===== config.mk =====
export PLATFORM = sky130hd
export DESIGN_NAME = prewish_mask_loader_flat
export DESIGN_NICKNAME = d
export VERILOG_FILES = /design/src/rtl/prewish_mask_loader_if.sv /design/src/rtl/prewish_mask_loader.sv /design/src/flat_wrapper.sv
export SDC_FILE = /design/constraint.sdc
export NUM_CORES = 1
export LEC_CHECK = 0
export BUFFER_PORTS_ARGS = -buffer_cell sky130_fd_sc_hd__buf_4
export CAP_MARGIN = 20
export CELL_PAD_IN_SITES_DETAIL_PLACEMENT = 1
export CELL_PAD_IN_SITES_GLOBAL_PLACEMENT = 1
export CORE_ASPECT_RATIO = 0.9
export CORE_MARGIN = 2
export CORE_UTILIZATION = 41
export CTS_CLUSTER_SIZE = 14
export DETAILED_ROUTE_END_ITERATION = 12
export GPL_ROUTABILITY_DRIVEN = 0
export PLACE_DENSITY_LB_ADDON = 0.1
export SLEW_MARGIN = 25
export SYNTH_ARGS = -nofsm -noshare
export SYNTH_HDL_FRONTEND = slang
export SYNTH_SLANG_ARGS = --single-unit

===== constraint.sdc =====
create_clock -name CLK_I -period 2.3 [get_ports CLK_I]
set_clock_uncertainty 0.2 [all_clocks]
set_input_delay 0.46 -clock CLK_I [delete_from_list [all_inputs] [get_ports CLK_I]]
set_output_delay 0.46 -clock CLK_I [all_outputs]
set_load 0.02 [all_outputs]

===== src/rtl/prewish_mask_loader_if.sv =====
// prewish_mask_loader_if: load strobe and mask bus from the loader to prewish_mentor.
interface prewish_mask_loader_if #(parameter int DATA_W = 8);
    logic              STB_O;
    logic [DATA_W-1:0] DAT_O;
    modport master (output STB_O, output DAT_O);
    modport slave  (input STB_O, input DAT_O);
endinterface


===== src/rtl/prewish_mask_loader.sv =====
// prewish_mask_loader: synchronised, debounced LOAD button issuing one-cycle DIP mask strobes.
// Optional auto-repeat while the button is held: define PREWISH_LOADER_AUTOREPEAT_EN.
module prewish_mask_loader #(
    parameter int DEBOUNCE_BITS = 17,
    parameter int REPEAT_BITS   = 24,
    parameter int DATA_W        = 8
) (
    input  logic                  CLK_I,
    input  logic                  RST_I,
    input  logic                  i_button,
    input  logic [DATA_W-1:0]     i_dip,
    prewish_mask_loader_if.master bus,
    output logic                  o_held
);
    typedef enum logic [1:0] {S_IDLE, S_LOAD, S_HELD} state_t;
    state_t                   state_q, state_d;
    logic                     btn_s1_q, btn_s2_q;
    logic [DATA_W-1:0]        dip_s1_q, dip_s2_q;
    logic [DEBOUNCE_BITS-1:0] cnt_q, cnt_d;
    logic                     deb_q, deb_d;
    logic                     stb_q, stb_d;
    logic [DATA_W-1:0]        dat_q, dat_d;
    logic                     pressed;
`ifdef PREWISH_LOADER_AUTOREPEAT_EN
    logic [REPEAT_BITS-1:0]   rpt_q, rpt_d;
`endif
    assign pressed    = ~btn_s2_q;
    assign bus.STB_O  = stb_q;
    assign bus.DAT_O  = dat_q;
    assign o_held     = deb_q;
    // any sample agreeing with the debounced level restarts the hold-off count
    always_comb begin
        cnt_d = (pressed == deb_q || cnt_q == '1) ? '0 : cnt_q + 1'b1;
        deb_d = (pressed != deb_q && cnt_q == '1) ? pressed : deb_q;
    end
    always_comb begin
        state_d = state_q;
`ifdef PREWISH_LOADER_AUTOREPEAT_EN
        rpt_d = '0;
`endif
        case (state_q)
            S_IDLE: state_d = deb_q ? S_LOAD : S_IDLE;
            S_LOAD: state_d = S_HELD;
            S_HELD: begin
                state_d = deb_q ? S_HELD : S_IDLE;
`ifdef PREWISH_LOADER_AUTOREPEAT_EN
                rpt_d = rpt_q + 1'b1;
                if (deb_q && rpt_q == '1) state_d = S_LOAD;
`endif
            end
            default: state_d = S_IDLE;
        endcase
        stb_d = state_d == S_LOAD;
        dat_d = stb_d ? dip_s2_q : dat_q;
    end
    always_ff @(posedge CLK_I or negedge RST_I) begin
        if (!RST_I) begin
            btn_s1_q <= 1'b1;
            btn_s2_q <= 1'b1;
            dip_s1_q <= '0;
            dip_s2_q <= '0;
            cnt_q    <= '0;
            deb_q    <= 1'b0;
            state_q  <= S_IDLE;
            stb_q    <= 1'b0;
            dat_q    <= '0;
`ifdef PREWISH_LOADER_AUTOREPEAT_EN
            rpt_q    <= '0;
`endif
        end else begin
            btn_s1_q <= i_button;
            btn_s2_q <= btn_s1_q;
            dip_s1_q <= i_dip;
            dip_s2_q <= dip_s1_q;
            cnt_q    <= cnt_d;
            deb_q    <= deb_d;
            state_q  <= state_d;
            stb_q    <= stb_d;
            dat_q    <= dat_d;
`ifdef PREWISH_LOADER_AUTOREPEAT_EN
            rpt_q    <= rpt_d;
`endif
        end
    end
endmodule


===== src/flat_wrapper.sv =====
// flat-port wrapper written by rule: the top's interface ports become plain ports
module prewish_mask_loader_flat 
#(
    parameter int DEBOUNCE_BITS = 17,
    parameter int REPEAT_BITS   = 24,
    parameter int DATA_W        = 8
)
  (CLK_I, RST_I, i_button, i_dip, o_held, bus_STB_O, bus_DAT_O);
  prewish_mask_loader_if #(.DATA_W(DATA_W)) bus_i ();
  input  logic CLK_I;
  input  logic RST_I;
  input  logic i_button;
  input  logic [DATA_W-1:0] i_dip;
  output logic o_held;
  output wire logic [$bits(bus_i.STB_O)-1:0] bus_STB_O;
  output wire logic [$bits(bus_i.DAT_O)-1:0] bus_DAT_O;
  assign bus_STB_O = bus_i.STB_O;
  assign bus_DAT_O = bus_i.DAT_O;
  prewish_mask_loader #(.DEBOUNCE_BITS(DEBOUNCE_BITS), .REPEAT_BITS(REPEAT_BITS), .DATA_W(DATA_W)) u_core (.CLK_I(CLK_I), .RST_I(RST_I), .i_button(i_button), .i_dip(i_dip), .bus(bus_i), .o_held(o_held));
endmodule

# == Yosys cells after proc, flatten, opt, wreduce, memory -nomap -nowiden ==
# Cells that the tools add are included.
# totals
reg_bits,47
output_inout_bits,10
inputBits,11
elab_cells,24
# classes
muxes,4
eq_ne,6
n_addsub,1
reduce_logical,3
n_bitwise,1
# op_table
operator,n
adder 17 x 1 -> 17 bit (second input constant),1
== test 17 bit (second input constant),1
two-way mux 17 bit,1
case mux 2 bit (3 select lines),1
== test 2 x 1 -> 1 bit (second input constant),2
== test 2 bit (second input constant),1
zero test 2 bit,1
two-way mux 2 bit,1
== test 1 bit,1
logical AND 1 bit,1
logical OR 1 bit,1
two-way mux 1 bit,1
!= test 1 bit,1
NOT 1 bit,1

# == Logic depth before layout (Yosys ltp) ==
# Gate-level depths: netlist of run 1.
# depth
word_depth,4
depth_mapped,8
mapped_depth_nobuf,7

# == Worst setup path after synthesis of run 1 ==
# Ideal clock, no wire load.
# synth_timing
path_kind,register -> register
from,reg u_core.cnt_q[0]
to,reg u_core.cnt_q[2]
n_path_buf,1
path_stages_with_launch,9
setup_slack_ns,0.017
period_less_slack_ns,2.283
arrival_time_ns,1.950
setup_ns,0.133
t_required_ns,1.967
path_cell_list,dfrtp_1 ha_1 nand4_2 nor4_1 and2_1 ha_1 nand2b_1 buf_1 nor2_1
# synth_between
elab_chain_len,3
word_cells_on_any_way,4
cone_classes,add/sub: 1; eq/ne: 1; mux: 1; reduce/logical: 1
# synth_rtl
element,line_no,rtl
from (decl),prewish_mask_loader.sv:19,"logic [DEBOUNCE_BITS-1:0] cnt_q, cnt_d;"
from (signal assigned),prewish_mask_loader.sv:75,cnt_q <= cnt_d;
"parallel branches: the longest is 2 deep, another holds adder 17 x 1 -> 17 bit",-,
two-way mux 17 bit (*),prewish_mask_loader.sv:33,cnt_d = (pressed == deb_q || cnt_q == '1) ? '0 : cnt_q + 1'b1;
via u_core.cnt_d[2],prewish_mask_loader.sv:19,
# Mark *: on every way through the listed nets, which the timed path passes.
# A chain may end at the register's enable or synchronous reset.

# == Final worst setup path of run 1 ==
# layout_timing
from,reg u_core.cnt_q[1]
to,reg u_core.cnt_q[10]
# Same word-level chain as after synthesis.

==> results of run 1 <==
==> layer usage <==
metal	global-route usage (%)	vias to the layer above
met3	4.539	2
li1	-	535
met1	19.86	580
met5	0	-
met4	3.636	0
met2	25.67	14
==> power groups by stage <==
stage	Clock, uW	Combinational, uW	Sequential [uW]
finish	590	51.7	857
global route	647	59.5	860
CTS	611	51.5	858
detailed placement	0	49.9	874
global placement	0	47.8	872
floorplan	0	15.8	871
==> critical path, stage by stage (launching register included) <==
cell and delay, ps:
dfrtp_1 400, ha_2 250, nand4_2 120, nor4_1 300, and2_1 250, ha_4 200
nand2b_1 110, buf_4 200, a21oi_1 60
==> cell families after synthesis <==
logic type | after synthesis | synth area share (%)
mux | 12 | 7.288
simple gates | 43 | 15.49
xor+xnor | 4 | 2.383
fa+ha+maj | 2 | 1.401
flops | 47 | 66.01
compound gates | 17 | 5.536
buf+inv | 7 | 1.891
==> state kept, by name, summed over array words and instances (netlist names) <==
signal            count
u_core.btn_s1_q       1
u_core.btn_s2_q       1
u_core.bus.DAT_O      8
u_core.bus.STB_O      1
u_core.cnt_q         17
u_core.dip_s1_q       8
u_core.dip_s2_q       8
u_core.o_held         1
u_core.state_q        2
==> layout make-up <==
type	instances	share of cell area, %
Sequential cell	47	54.86
Timing Repair Buffer	25	8.853
Clock inverter	3	2.038
Inverter	5	0.8736
Tap cell	48	2.796
Multi-Input combinational cell	78	27.37
Clock buffer	5	3.203
==> repair_timing <==
item	4_1_cts	5_1_grt
endpoints found under the hold margin	45	0
resized for setup	0	3
buffers inserted	0	1
setup endpoints to repair	0	17
hold buffers	1	0
==> stage by stage <==
step	utilization, %	cell area, sq um
after floorplan	-	1785
after global placement	48.52	2003
after detailed placement	48.52	2003
after CTS	51.48	2126
after global routing	52.03	2148
final	52.03	2148
==> worst paths after layout <==
check	end	slack [ps]	cells after the start	startpoint
worst max-delay path	u_core.cnt_q[10]	80	8	u_core.cnt_q[1]
worst min-delay path	u_core.dip_s1_q[7]	60	1	i_dip[7]
worst max register to register	u_core.cnt_q[10]	80	8	u_core.cnt_q[1]
worst min register to register	u_core.dip_s2_q[6]	150	0	u_core.dip_s1_q[6]
max in group asynchronous	u_core.dip_s1_q[3]	1010	2	RST_I
min in group asynchronous	u_core.cnt_q[7]	500	2	RST_I
==> cell usage in the layout, fill, tap and decap left out, types with 2 or more instances in the layout <==
cell type / netlist / layout
o31ai_1: 4 / 4
mux2i_1: 4 / 4
clkbuf_8: 0 / 5
or4_1: 3 / 3
xor2_1: 2 / 2
nor4_1: 4 / 4
nand2_1: 4 / 4
dfrtp_1: 45 / 45
nor2_1: 6 / 6
buf_4: 0 / 24
inv_1: 4 / 4
mux2_2: 8 / 8
nand4_1: 4 / 4
or3b_2: 3 / 3
dfstp_2: 2 / 2
a21oi_1: 7 / 7
o21ai_0: 5 / 5
nand3b_1: 3 / 3
nand3_1: 5 / 5
or3_1: 4 / 4
==> results.toml, run 1 <==
[status]
run_status = "completed"

[placed_design]
dp_slack_ps = 70.37
dp_hpwl_mm = 2.332
place_inst = 201
numPortBuffers = 20

[timing]
fmaxAchievable_mhz = 449.5
slew_violations = 0
tns_ps = 0
final-setup-viol-count = 0
finalCritPeriodShare_pct = 96.73
hold_violations = 0
slew-limit-headroom_pct = 62.20
period_minus_slack_ps = 2225
setup_slack_ps = 75.20
hold-worst-slack_ps = 64.89
tightest_slew_ps = 566.9

[synth]
synth_commonest_cells = "45 x dfrtp_1, 8 x mux2_2, 7 x a21oi_1, 6 x nor2_1"
yosysTopAreaCell = "dfrtp_1"
synth.area.top_cells = "dfrtp_1 63%, mux2_2 5.0%, dfstp_2 2.9%"
synth_edf_count = 0
synth_top_area_share_pct = 63.07
synthArstFlopShare_pct = 100.0
synth.avg_cell_area_sq_um = 13.53
yosys_register_bits = 47
seq_area_frac_synth_pct = 66.01
synth_fp_nets = 145
yosysWarnings = 0
synthesis.area_sq_mm = 0.001785
synth_cell_type_count = 32
yosysMostFrequentCell = "dfrtp_1"
synthFlopType = "dfrtp_1"
synthCells = 132

[detailed_routing]
num_vias = 1131
antenna_left = 0
drc = 0
wl_per_cell_um = 16.13
drt_first_pass_iters = 3
dr_wl_met2_mm = 1.785
drt_wl_total_mm = 3.403
drt_iter0_drc = 36
routed.top_layer = "met4"
m1WireLength_mm = 1.513
route.met3.wl_um = 96
vias_per_cell = 5.360

[global_route]
grt_pass1_wl_mm = 5.733
grt_pass1_vias = 1219
grtUsageTotal_pct = 15.45
grt_antenna_before_repair = 0
grt_max_degree = 48
grt-ovfl-total = 0

[cts]
cts_tree = "done"
root_buffer = "clkbuf_8"
htreeDepth = 2
clockBufferDepth = 2
cts.clk_slew.worst_paths_ps = 90
cts_made_buffers = 5
clk_latency_ps = 290
clock-sinks = 47

[pwr]
ir_drop_mv = 0.4030
clkPwrFrac_pct = 39.3
switching_share_pct = 20.38
p_int_uw = 1193
p_comb_share_pct = 3.4
p_sw_uw = 305.4
power_uw = 1499
pwr-share-seq_pct = 57.2
leakage_uw = 0.0009491
power_density_mw_per_mm2 = 697.6

[critical_path]
worstSetupPathType = "flop to flop"
crit_required_ps = 2260
critPathArrivalTime_ps = 2190
critPathMaxFanout = 14
startpoint_type = "flop"
end_kind = "flop"

[layout]
regArea_sq_mm = 0.001179
layout-drive-gt1-share_pct = 33.13
diodes = 0
area_growth_pct = 20.32
multi_input_comb_area_sq_um = 588.1
fillers = 433
stdcell_count = 211
finalNetCount = 175

[floorplan]
ios = 21
die_x_um = 73.56
core_sq_mm = 0.004129
start_util_pct = 43.24
die_h_um = 66.61
die_area_sq_mm = 0.004899
rows = 22

[hold_path]
worstHoldPathType = "input port to flop"

[flow_run]
maxCapViolCount = 0
Note: power is estimated with default switching activity, not from simulation.
==> run 2, diff against run 1 <==
REMOVE_ABC_BUFFERS = 1   (was default)
==> run 2 against run 1 <==
  * Flip-flop and latch count unchanged
  * Cell count unchanged
  * Clock-buffer cell count unchanged
  * Cell area up 0.12%
  * Wire length up 1.9%
  * Sequential share of layout area down 0.064 points
==> results.toml, run 2 (synthesis gave the netlist of run 1 again) <==
[detailed_routing]
drc = 0
wl_per_cell_um = 16.44
antenna_left = 0
drt_first_pass_iters = 4
drt_iter0_drc = 31
num_vias = 1152
vias_per_cell = 5.460
drt_wl_total_mm = 3.469

[placed_design]
dp_slack_ps = 90.49
numPortBuffers = 20
dp_hpwl_mm = 2.314

[status]
run_status = "completed"

[layout]
layout_common_cells = "45 x dfrtp_1, 24 x buf_4, 8 x mux2_2"
layout_commonest_cell = "dfrtp_1"
largest_register_ffs = 17
max_flop_register = "u_core.cnt_q"
area_growth_pct = 20.46
layout-drive-gt1-share_pct = 33.13
diodes = 0
finalNetCount = 175

[timing]
rsz0062_at_grt = "no"
period_minus_slack_ps = 2092
finalCritPeriodShare_pct = 90.96
slew_violations = 0
slew-limit-headroom_pct = 60.92
fmaxAchievable_mhz = 478.0
hold_violations = 0
tightest_slew_ps = 586.2
tns_ps = 0
setup_slack_ps = 208.0
final-setup-viol-count = 0

[global_route]
grtUsageTotal_pct = 15.93
grt-ovfl-total = 0
grt_pass1_vias = 1193
grt_antenna_before_repair = 0
grt_pass1_wl_mm = 5.796
grt_max_degree = 48

[cts]
cts_setup_buffers = 0
clock-sinks = 47
clockBufferDepth = 2
clk_latency_ps = 290
cts_made_buffers = 5
htreeDepth = 2
cts_tree = "done"
cts.clk_slew.worst_paths_ps = 90
root_buffer = "clkbuf_8"

[critical_path]
reg2reg_from = "u_core.cnt_q[0]"
critPathCapture = "u_core.cnt_q[10]"
end_kind = "flop"
r2r-end = "u_core.cnt_q[10]"
worstSetupPathType = "flop to flop"
startpoint_type = "flop"
critPathArrivalTime_ps = 2070
crit_required_ps = 2280
r2r_slack_ps = 210
crit_start = "u_core.cnt_q[0]"
critPathMaxFanout = 8
ff2ff_path_depth = 8

[pwr]
power_density_mw_per_mm2 = 706.6
ir_drop_mv = 0.4127
leakage_uw = 0.0009455

[floorplan]
rows = 22
die_h_um = 66.61
die_area_sq_mm = 0.004899
die_x_um = 73.56
ios = 21
core_sq_mm = 0.004129
start_util_pct = 43.24

[hold_path]
holdCritStartpoint = "i_dip[3]"
worstHoldPathType = "input port to flop"

[flow_run]
maxCapViolCount = 0
[run 2: repair_timing]
action,CTS,global route
hold buffers,1,0
gates resized for setup,0,3
endpoints found under the hold margin,45,0
setup endpoints to repair,0,17
[run 2: worst max-delay path, cell delays in order, from the launching register on]
cell and delay [ps]:
dfrtp_1 400, ha_2 240, nand4_2 120, nor4_1 280
and2_1 200, ha_4 170, nand2b_1 140, buf_4 170
a21oi_1 50
[run 2: where the power goes]
group          internal (uW)  switching (uW)
clock                    327             283
sequential               847            9.84
combinational           22.4            30.1
[run 2: worst min-delay path by stage]
stage	to	cells after the start	slack (ps)
2_1_floorplan	u_core.bus.DAT_O[0]	0	-40
3_3_place_gp	u_core.dip_s2_q[6]	0	130
3_5_place_dp	u_core.dip_s2_q[6]	0	140
4_1_cts	u_core.dip_s1_q[3]	1	60
5_1_grt	u_core.dip_s1_q[3]	1	50
6_report	u_core.dip_s1_q[3]	1	60
[run 2: per-stage QoR]
stage               std cells  util (%)  hold slack, ps  power (uW)  area (sq um)
detailed placement        202     48.70           136.4       926.6          2011
finish                    211     52.09           64.49        1520          2151
global placement          202     48.70           132.2       921.0          2011
global route              211     52.09           47.98        1577          2151
floorplan                 130         -          -35.59       886.0          1770
CTS                       211     51.73           56.93        1538          2136
[run 2: layout make-up]
cell class              instances  area [sq um]
fillers                       419          1978
well taps                      48         60.06
clock inverters                 3         46.29
multi-input cells              78         588.1
inverters                       5         18.77
flip-flops and latches         47          1179
clock buffers                   5         68.82
repair buffers                 25         190.2
[run 2: routing by layer]
layer  vias up  GRT usage, %  wire (um)
li1        533             -          -
met1       603         21.00       1558
met2        14         25.45       1799
met3         2         4.539         92
met4         0         4.773         18
met5         -             0          0
